`src/rtl/fifo_uart_pkg.sv`:
```
// -----------------------------------------------------------------------------
// fifo_uart_pkg
// Shared types and constants for the FIFO-fed UART transmitter.
//   tx_state_t  : transmitter FSM states
//   DATA_BITS   : payload bits per frame (also the FIFO data width)
//   FRAME_BITS  : start + data + stop bits per 8N1 frame
// -----------------------------------------------------------------------------
package fifo_uart_pkg;

  localparam int DATA_BITS  = 8;
  localparam int FRAME_BITS = 10;

  typedef enum logic [2:0] {
    IDLE,
    FETCH,
    LOAD,
    START,
    DATA,
    STOP
  } tx_state_t;

endpackage : fifo_uart_pkg

```
`src/rtl/fifo_uart_tx_if.sv`:
```
// -----------------------------------------------------------------------------
// fifo_uart_tx_if
// Read port of the team's synchronous FIFO.
//   fifo_empty : FIFO empty flag
//   fifo_data  : FIFO registered data_out, valid the cycle after a read pulse
//   fifo_rd_en : FIFO read_e, one-cycle pulse per byte
// master = the reader (fifo_uart_tx), slave = the FIFO.
// -----------------------------------------------------------------------------
interface fifo_uart_tx_if;
  import fifo_uart_pkg::*;

  logic                 fifo_empty;
  logic [DATA_BITS-1:0] fifo_data;
  logic                 fifo_rd_en;

  modport master (
    input  fifo_empty,
    input  fifo_data,
    output fifo_rd_en
  );

  modport slave (
    output fifo_empty,
    output fifo_data,
    input  fifo_rd_en
  );

endinterface : fifo_uart_tx_if

```
`src/rtl/fifo_uart_tx_baud_tick.sv`:
```
// -----------------------------------------------------------------------------
// uart_baud_tick
// Bit-period timer. Counts 0..CLKS_PER_BIT-1 and flags the last cycle of
// each bit period.
//   clk     : clock, rising edge
//   reset   : synchronous, active-high
//   i_clear : restart the period; the count is 0 on the following cycle
//   o_tick  : high on the last cycle of each bit period
// -----------------------------------------------------------------------------
module uart_baud_tick #(
  parameter int unsigned CLKS_PER_BIT = 16
) (
  input  logic clk,
  input  logic reset,
  input  logic i_clear,
  output logic o_tick
);

  localparam int CW = (CLKS_PER_BIT > 1) ? $clog2(CLKS_PER_BIT) : 1;
  localparam logic [CW-1:0] LAST_COUNT = CW'(CLKS_PER_BIT - 1);

  logic [CW-1:0] r_count;
  logic          w_last;

  assign w_last = (r_count == LAST_COUNT);
  assign o_tick = w_last;

  // NOTE: state elements are written with non-blocking assignments so every
  // register samples pre-edge values, independent of process ordering.
  always_ff @(posedge clk) begin
    if (reset || i_clear || w_last) begin
      r_count <= '0;
    end else begin
      r_count <= r_count + CW'(1);
    end
  end

endmodule : uart_baud_tick

```
`src/rtl/fifo_uart_tx.sv`:
```
// -----------------------------------------------------------------------------
// fifo_uart_tx
// Drains the team's 8-bit synchronous FIFO one byte at a time and sends each
// byte as an 8N1 UART frame, LSB first.
//   clk           : clock, rising edge
//   reset         : synchronous, active-high
//   i_tx_enable   : allows new frames to start; a running frame always ends
//   fifo_rd       : FIFO read port (master side: empty, data in; rd_en out)
//   o_tx          : serial line, idles high (registered)
//   o_busy        : high from FETCH through STOP
//   o_frames_sent : completed frames, wraps 255 -> 0
// -----------------------------------------------------------------------------
module fifo_uart_tx
  import fifo_uart_pkg::*;
#(
  parameter int unsigned CLKS_PER_BIT = 16
) (
  input  logic                  clk,
  input  logic                  reset,
  input  logic                  i_tx_enable,
  fifo_uart_tx_if.master        fifo_rd,
  output logic                  o_tx,
  output logic                  o_busy,
  output logic [7:0]            o_frames_sent
);

  localparam logic [2:0] LAST_BIT = 3'(DATA_BITS - 1);

  tx_state_t            r_state;
  tx_state_t            w_next_state;
  logic                 w_tick;
  logic                 w_baud_clear;
  logic                 w_busy;

  logic                 r_tx;
  logic                 r_rd_en;
  logic [DATA_BITS-1:0] r_shift;
  logic [2:0]           r_bit_idx;
  logic [7:0]           r_frames;

  uart_baud_tick #(
    .CLKS_PER_BIT (CLKS_PER_BIT)
  ) u_baud (
    .clk     (clk),
    .reset   (reset),
    .i_clear (w_baud_clear),
    .o_tick  (w_tick)
  );

  // State register.
  always_ff @(posedge clk) begin
    if (reset) begin
      r_state <= IDLE;
    end else begin
      r_state <= w_next_state;
    end
  end

  // Next-state logic. The empty flag is looked at only in IDLE, which is at
  // least two cycles after the previous pop, so it has settled by then.
  // NOTE: every always_comb output gets a default first so no path can leave
  // it unassigned and infer a latch.
  always_comb begin
    w_next_state = r_state;
    unique case (r_state)
      IDLE:  if (i_tx_enable && !fifo_rd.fifo_empty) w_next_state = FETCH;
      FETCH: w_next_state = LOAD;
      LOAD:  w_next_state = START;
      START: if (w_tick) w_next_state = DATA;
      DATA:  if (w_tick && (r_bit_idx == LAST_BIT)) w_next_state = STOP;
      STOP:  if (w_tick) w_next_state = IDLE;
      default: w_next_state = IDLE;
    endcase
  end

  // Decoded outputs. The baud timer restarts during LOAD so the start bit
  // gets a full period from the edge where tx falls.
  always_comb begin
    w_busy       = (r_state != IDLE);
    w_baud_clear = (r_state == LOAD);
  end

  // Datapath: read strobe, shift register, serial output and frame counter.
  // The read strobe is registered off the IDLE->FETCH decision so it is high
  // exactly while the FSM sits in FETCH.
  always_ff @(posedge clk) begin
    if (reset) begin
      r_tx      <= 1'b1;
      r_rd_en   <= 1'b0;
      r_shift   <= '0;
      r_bit_idx <= '0;
      r_frames  <= '0;
    end else begin
      r_rd_en <= (w_next_state == FETCH);
      unique case (r_state)
        LOAD: begin
          r_shift <= fifo_rd.fifo_data;
          r_tx    <= 1'b0;
        end
        START: begin
          if (w_tick) begin
            r_tx      <= r_shift[0];
            r_bit_idx <= '0;
          end
        end
        DATA: begin
          if (w_tick) begin
            // Next bit is shift[1] before the shift lands; after bit 7 the
            // line goes to the stop level.
            r_shift   <= r_shift >> 1;
            r_bit_idx <= r_bit_idx + 3'd1;
            r_tx      <= (r_bit_idx == LAST_BIT) ? 1'b1 : r_shift[1];
          end
        end
        STOP: begin
          if (w_tick) r_frames <= r_frames + 8'd1;
        end
        default: ;
      endcase
    end
  end

  assign fifo_rd.fifo_rd_en = r_rd_en;
  assign o_tx               = r_tx;
  assign o_busy             = w_busy;
  assign o_frames_sent      = r_frames;

endmodule : fifo_uart_tx
```
`src/flat_wrapper.sv`:
```
// flat-port wrapper written by rule: the top's interface ports become plain ports
module fifo_uart_tx_flat import fifo_uart_pkg::*;
#(
  parameter int unsigned CLKS_PER_BIT = 16
)
  (clk, reset, i_tx_enable, o_tx, o_busy, o_frames_sent, fifo_rd_fifo_empty, fifo_rd_fifo_data, fifo_rd_fifo_rd_en);
  fifo_uart_tx_if fifo_rd_i ();
  input  logic clk;
  input  logic reset;
  input  logic i_tx_enable;
  output logic o_tx;
  output logic o_busy;
  output logic [7:0] o_frames_sent;
  input wire logic [$bits(fifo_rd_i.fifo_empty)-1:0] fifo_rd_fifo_empty;
  input wire logic [$bits(fifo_rd_i.fifo_data)-1:0] fifo_rd_fifo_data;
  output wire logic [$bits(fifo_rd_i.fifo_rd_en)-1:0] fifo_rd_fifo_rd_en;
  assign fifo_rd_i.fifo_empty = fifo_rd_fifo_empty;
  assign fifo_rd_i.fifo_data = fifo_rd_fifo_data;
  assign fifo_rd_fifo_rd_en = fifo_rd_i.fifo_rd_en;
  fifo_uart_tx #(.CLKS_PER_BIT(CLKS_PER_BIT)) u_core (.clk(clk), .reset(reset), .i_tx_enable(i_tx_enable), .fifo_rd(fifo_rd_i), .o_tx(o_tx), .o_busy(o_busy), .o_frames_sent(o_frames_sent));
endmodule
```
`config.mk`:
```
export PLATFORM = sky130hd
export DESIGN_NAME = fifo_uart_tx_flat
export DESIGN_NICKNAME = d
export VERILOG_FILES = /design/src/rtl/fifo_uart_pkg.sv /design/src/rtl/fifo_uart_tx_if.sv /design/src/rtl/fifo_uart_tx_baud_tick.sv /design/src/rtl/fifo_uart_tx.sv /design/src/flat_wrapper.sv
export SDC_FILE = /design/constraint.sdc
export NUM_CORES = 1
export LEC_CHECK = 0
export CAP_MARGIN = 5
export CORE_MARGIN = 2
export CORE_UTILIZATION = 45
export CTS_CLUSTER_DIAMETER = 120
export DETAILED_ROUTE_END_ITERATION = 7
export GPL_TIMING_DRIVEN = 0
export HOLD_SLACK_MARGIN = 0.02
export PLACE_DENSITY = 0.83
export SYNTH_ARGS = -nofsm -noshare
export SYNTH_HDL_FRONTEND = slang
export SYNTH_HIERARCHICAL = 1
export SYNTH_SLANG_ARGS = --single-unit
```
`constraint.sdc`:
```
create_clock -name clk -period 1.5 [get_ports clk]
set_input_delay 0.3 -clock clk [delete_from_list [all_inputs] [get_ports clk]]
set_output_delay 0.3 -clock clk [all_outputs]
set_load 0.005 [all_outputs]
```
## Word level (Yosys, flattened, before mapping)

Index checks and enable logic that the tools add are counted.

| cells by class | value |
|---|---|
| multiplexer cells | 14 |
| reductions and logical operators | 14 |
| equality and inequality tests | 10 |
| add/subtract/negate cells | 3 |

Operator list:

| operator | number |
|---|---|
| $mux 3 | 6 |
| $pmux 3 s6 | 1 |
| $pmux 8 s2 | 1 |
| $eq 3x3->1 const B | 3 |
| $add 8x1->8 const B | 1 |
| $mux 8 | 1 |
| $eq 3x1->1 const B | 2 |
| $eq 3x2->1 const B | 2 |
| $pmux 3 s2 | 1 |
| $reduce_and 3->1 | 2 |
| $reduce_bool 3->1 | 2 |
| $add 4x1->4 const B | 1 |
| $eq 4x4->1 const B | 1 |
| $ne 2x2->1 const B | 2 |
| $reduce_and 2->1 | 2 |
| $reduce_bool 2->1 | 2 |
| $add 3x1->3 const B | 1 |
| $logic_not 3->1 | 1 |
| $mux 1 | 3 |
| $pmux 1 s3 | 1 |
| $logic_and 1x1->1 | 2 |
| $logic_or 1x1->1 | 2 |
| $logic_not 1->1 | 1 |

| storage, ports and cells | value |
|---|---|
| bits in registers | 28 |

## Longest topological paths before layout

| logic depth | value |
|---|---|
| depth after elaboration | 5 |
| gate-level depth with buffers | 8 |
| gate-level depth less buffers | 7 |

## Cells and area by module

The synthesis kept the hierarchy.

By module, submodules not included:

| module | area an instance (µm²) | cells each | seq. area each (µm²) | times used |
|---|---|---|---|---|
| fifo_uart_tx | 1091.0 | 120 | 480.5 | 1 |
| uart_baud_tick | 157.7 | 16 | 80.1 | 1 |

## Least setup slack after synthesis

OpenSTA, ideal clock, no wires.

| timing | value |
|---|---|
| kind | flip-flop to flip-flop |
| from | reg u_core.u_baud.r_count[0] |
| to | reg u_core.r_frames[4] (netlist: u_core/o_frames_sent[4]) |
| period minus slack after synthesis | 1534 ps |
| required time | 1372 ps |
| stages on the path, launching flop included | 9 |
| library setup time | 128 ps |
| arrival time | 1407 ps |
| slack | -34 ps |
| path through | dfxtp_1 -> ha_1 -> nand3_1 -> inv_1 -> and4b_1 -> buf_4 -> nand4_1 -> xor2_1 -> nor2_1 |

| between the ends | value |
|---|---|
| longest elaborated chain between the ends | 2 |

Ends and longest elaborated chain:

| what | line | source |
|---|---|---|
| start: declaration | fifo_uart_tx_baud_tick.sv:22 | `logic [CW-1:0] r_count;` |
| start signal: assignment | fifo_uart_tx_baud_tick.sv:34 | `r_count <= r_count + CW'(1);` |
| $eq 4x4->1 | fifo_uart_tx_baud_tick.sv:25 | `assign w_last = (r_count == LAST_COUNT);` |
| named net u_core.w_tick | fifo_uart_tx.sv:31 | `logic w_tick;` |
| $reduce_and 2->1 (no line) | - |  |
| end signal: assignment | fifo_uart_tx.sv:116 | `if (w_tick) r_frames <= r_frames + 8'd1;` |
| end: declaration | fifo_uart_tx.sv:39 | `logic [7:0] r_frames;` |

The timed path passes the listed nets, and every way through them passes these cells.
A chain may end at the register's enable or synchronous reset.

## Worst setup path in the final report

| timing | value |
|---|---|
| from | reg u_core.u_baud.r_count[0] |
| to | reg u_core.r_frames[7] (netlist: u_core/o_frames_sent[7]) |

Same word-level chain as after synthesis.

==> flow_metrics.env <==
export IMPL_antenna_violations_before_repair=0
export IMPL_antenna_violating_nets_post_route=0
export IMPL_setup_tns_final_ps=-8.97
export IMPL_finalHoldViolations=0
export IMPL_critPathCaptureType="flip-flop"
export IMPL_tritoncts_clock_tree="done"
export IMPL_die_height_um=56.7
export IMPL_hp_class="input port to flip-flop"
export IMPL_outcome="complete, but fails checks"
export IMPL_clk_pin_slew_ps=160
export IMPL_clock_skew_final_ps=17.9
export IMPL_fin_nets=197
export IMPL_place_worst_setup_slack_ps=-207
export IMPL_layout_common_cells="23 x sky130_fd_sc_hd__nor2_1, 18 x sky130_fd_sc_hd__buf_4, 13 x sky130_fd_sc_hd__dfxtp_1"
export IMPL_vias_per_instance=5.64
export IMPL_die_width_um=56.7
export IMPL_routed_length_per_placed_instance_um=14.9
export IMPL_timing_max_slew_rel_slack_pct=61.7
export IMPL_clk_path_buf_depth=2
export IMPL_globalRouteTotalUtil_pct=20.0
export IMPL_failed_checks="negative setup slack"
export IMPL_numCtsBuffers=3
export IMPL_core_sq_um=2690
export IMPL_mostFrequentLayoutCell="sky130_fd_sc_hd__nor2_1"
export IMPL_fin_total_pwr_mw=1.52
export IMPL_grt_pass1_wl_um=5040
export IMPL_rsz_0062_raised_after_global_routing="yes"
export IMPL_num_rows=19
export IMPL_synth_edf_count=0
export IMPL_asyncSetResetFlopFracSynth_pct=0
export IMPL_largest_voltage_drop_on_the_vdd_net_v=0.000619
export IMPL_clock_sinks=28
export IMPL_timing_final_max_slew_violations=0
export IMPL_maxCapViolations=0
export IMPL_ys_ff_latch=28
export IMPL_finalWorstSetupSlack_ps=-8.97
export IMPL_gp_congestion=0.825
export IMPL_regToRegSetupSlack_ps=-9
export IMPL_yosys_warnings=6
export IMPL_criticalPathCategory="flip-flop to flip-flop"
export IMPL_fraction_of_the_cycle_the_final_worst_path_needs_pct=101
export IMPL_globalRoute_totalOverflow=0
export IMPL_seq_area_frac_synth_pct=44.9
export IMPL_floorplan_initialDensity_pct=46.5
export IMPL_diodes=0
export IMPL_synth_area_per_cell_sq_um=9.18
export IMPL_drt_initial_drc_count=26
export IMPL_layout_drive_gt1_share_pct=31.1
export IMPL_hpwl_um=1910
export IMPL_syn2layout_area_growth_pct=44.5
export IMPL_timing_worst_slew_pin_value_ps=574
export IMPL_insertion_delay_ps=350
export IMPL_cp_data_required_time_ps=1740
export IMPL_post_route_min_period_ps=1510
export IMPL_worstPathArrival_ps=1750
export IMPL_power_density_nw_per_um2=841
export IMPL_ioPinCount=23
export IMPL_syn_cell_area_sq_um=1250
export IMPL_clockRootBuffer="sky130_fd_sc_hd__clkbuf_4"
export IMPL_crit_fanout=7
export IMPL_achievable_frequency_mhz=663
export IMPL_grt_max_degree=17
export IMPL_power_leakage_nw=0.879
export IMPL_grt_pass1_vias=1199
export IMPL_layoutNonFillerInstCount=211
export IMPL_detailroute_via_count=1189
export IMPL_portbufs=22
export IMPL_drt_pre_antenna_iters=4
export IMPL_drc=0
export IMPL_yosys_cell_types_count=36
export IMPL_totalWireLength_um=3140
export IMPL_synthCells=136
export IMPL_synth_fp_nets=152
export IMPL_cts_hold_buffers_added=0
export IMPL_clock_tree_htree_level_count=1
export IMPL_dp_cells=189
export IMPL_setup_viol_count_final=1
export IMPL_die_area_sq_um=3210
export IMPL_synthFlopType="sky130_fd_sc_hd__dfxtp_1"
export IMPL_setup_worst_path_start_class="flip-flop"
[final timing paths]
check / startpoint / endpoint / cells after the start
setup / recovery: u_core/u_baud/r_count[0]$_SDFF_PP0_ / u_core/o_frames_sent[7]$_SDFFE_PP0P_ / 8
setup reg to reg: u_core/u_baud/r_count[0]$_SDFF_PP0_ / u_core/o_frames_sent[7]$_SDFFE_PP0P_ / 8
hold / removal: i_tx_enable / u_core/fifo_rd.fifo_rd_en$_SDFF_PP0_ / 3
hold reg to reg: u_core/r_bit_idx[2]$_SDFFE_PP0P_ / u_core/r_bit_idx[2]$_SDFFE_PP0P_ / 1
[layer usage]
layer | global-route usage [%] | up-vias | share of wire [%]
li1 | - | 576 | -
met1 | 24.8 | 578 | 44
met2 | 32.9 | 30 | 50
met3 | 4.38 | 5 | 4.3
met4 | 9.18 | 0 | 1.3
met5 | 0 | - | 0
[metrics by stage]
| step | instance area, sq um | util (%) | hold slack (ps) |
|---|---|---|---|
| final | 1800 | 67.2 | 507 |
| after global routing | 1800 | 67.2 | 529 |
| after CTS | 1730 | 64.6 | 512 |
| after detailed placement | 1510 | 56.1 | 454 |
| after floorplan | 1250 | - | 371 |
| after global placement | 1510 | 56.1 | 428 |
[report_power, final]
| part | switching (mW) | internal [mW] |
|---|---|---|
| sequential | 0.0268 | 0.777 |
| combinational | 0.101 | 0.106 |
| clock | 0.235 | 0.271 |
| total | 0.363 | 1.15 |
[sequential cells by signal, summed over array words and instances, names as in the netlist]
name and cells:
u_core/r_bit_idx 3, u_core/u_baud/r_count 4, u_core/o_frames_sent 8, u_core/r_state 3, u_core/o_tx 1, u_core/fifo_rd.fifo_rd_en 1
u_core/r_shift 8
[cells by family after synthesis]
family | after synthesis | share of synthesized area, %
AOI/OAI and AO/OA | 29 | 16.4
DFF | 28 | 44.9
muxes | 2 | 1.70
buffers and inverters | 11 | 4.11
adders and majority gates | 4 | 4.01
and+or+nand+nor | 53 | 22.5
xor gates and xnor gates | 9 | 6.31
[worst max-delay path, stage by stage (launching register included)]
cell	delay, ps
sky130_fd_sc_hd__dfxtp_2	380
sky130_fd_sc_hd__ha_4	150
sky130_fd_sc_hd__nand3_4	90
sky130_fd_sc_hd__inv_4	90
sky130_fd_sc_hd__and4b_1	200
sky130_fd_sc_hd__buf_6	120
sky130_fd_sc_hd__nand4_1	100
sky130_fd_sc_hd__xor2_1	200
sky130_fd_sc_hd__nor2_1	70
[area by class of cell]
class | instances | area [sq um]
multi-input combinational | 97 | 692
clock buffer | 3 | 22.5
clock inverter | 1 | 30.0
timing repair buffer | 40 | 373
inverter | 5 | 21.3
tap | 31 | 38.8
buffer | 6 | 40.0
sequential | 28 | 587
fill | 192 | 882
[synth_stat cells, types with 2 or more instances]
cell	n	area, sq um
sky130_fd_sc_hd__nor4_1	2	12.5
sky130_fd_sc_hd__a22o_1	2	17.5
sky130_fd_sc_hd__and4b_1	2	20.0
sky130_fd_sc_hd__clkbuf_1	2	7.51
sky130_fd_sc_hd__nor2_1	25	93.8
sky130_fd_sc_hd__xnor2_1	2	17.5
sky130_fd_sc_hd__xor2_1	7	61.3
sky130_fd_sc_hd__o22ai_1	7	43.8
sky130_fd_sc_hd__a21oi_1	5	25.0
sky130_fd_sc_hd__a211oi_1	7	52.6
sky130_fd_sc_hd__and3_1	3	18.8
sky130_fd_sc_hd__buf_2	2	10.0
sky130_fd_sc_hd__inv_1	5	18.8
sky130_fd_sc_hd__dfxtp_1	28	561
sky130_fd_sc_hd__nand3_1	5	25.0
sky130_fd_sc_hd__o21ai_0	3	15.0
sky130_fd_sc_hd__nand4_1	2	12.5
sky130_fd_sc_hd__ha_1	4	50.1
sky130_fd_sc_hd__nand2_1	5	18.8
sky130_fd_sc_hd__buf_4	2	15.0
[timing repair]
action | CTS | global route
setup endpoints to repair | 29 | 21
buffers inserted | 15 | 3
pin swaps | 5 | 6
resized for setup | 29 | 16
Note: power is estimated with default switching activity, not from simulation.
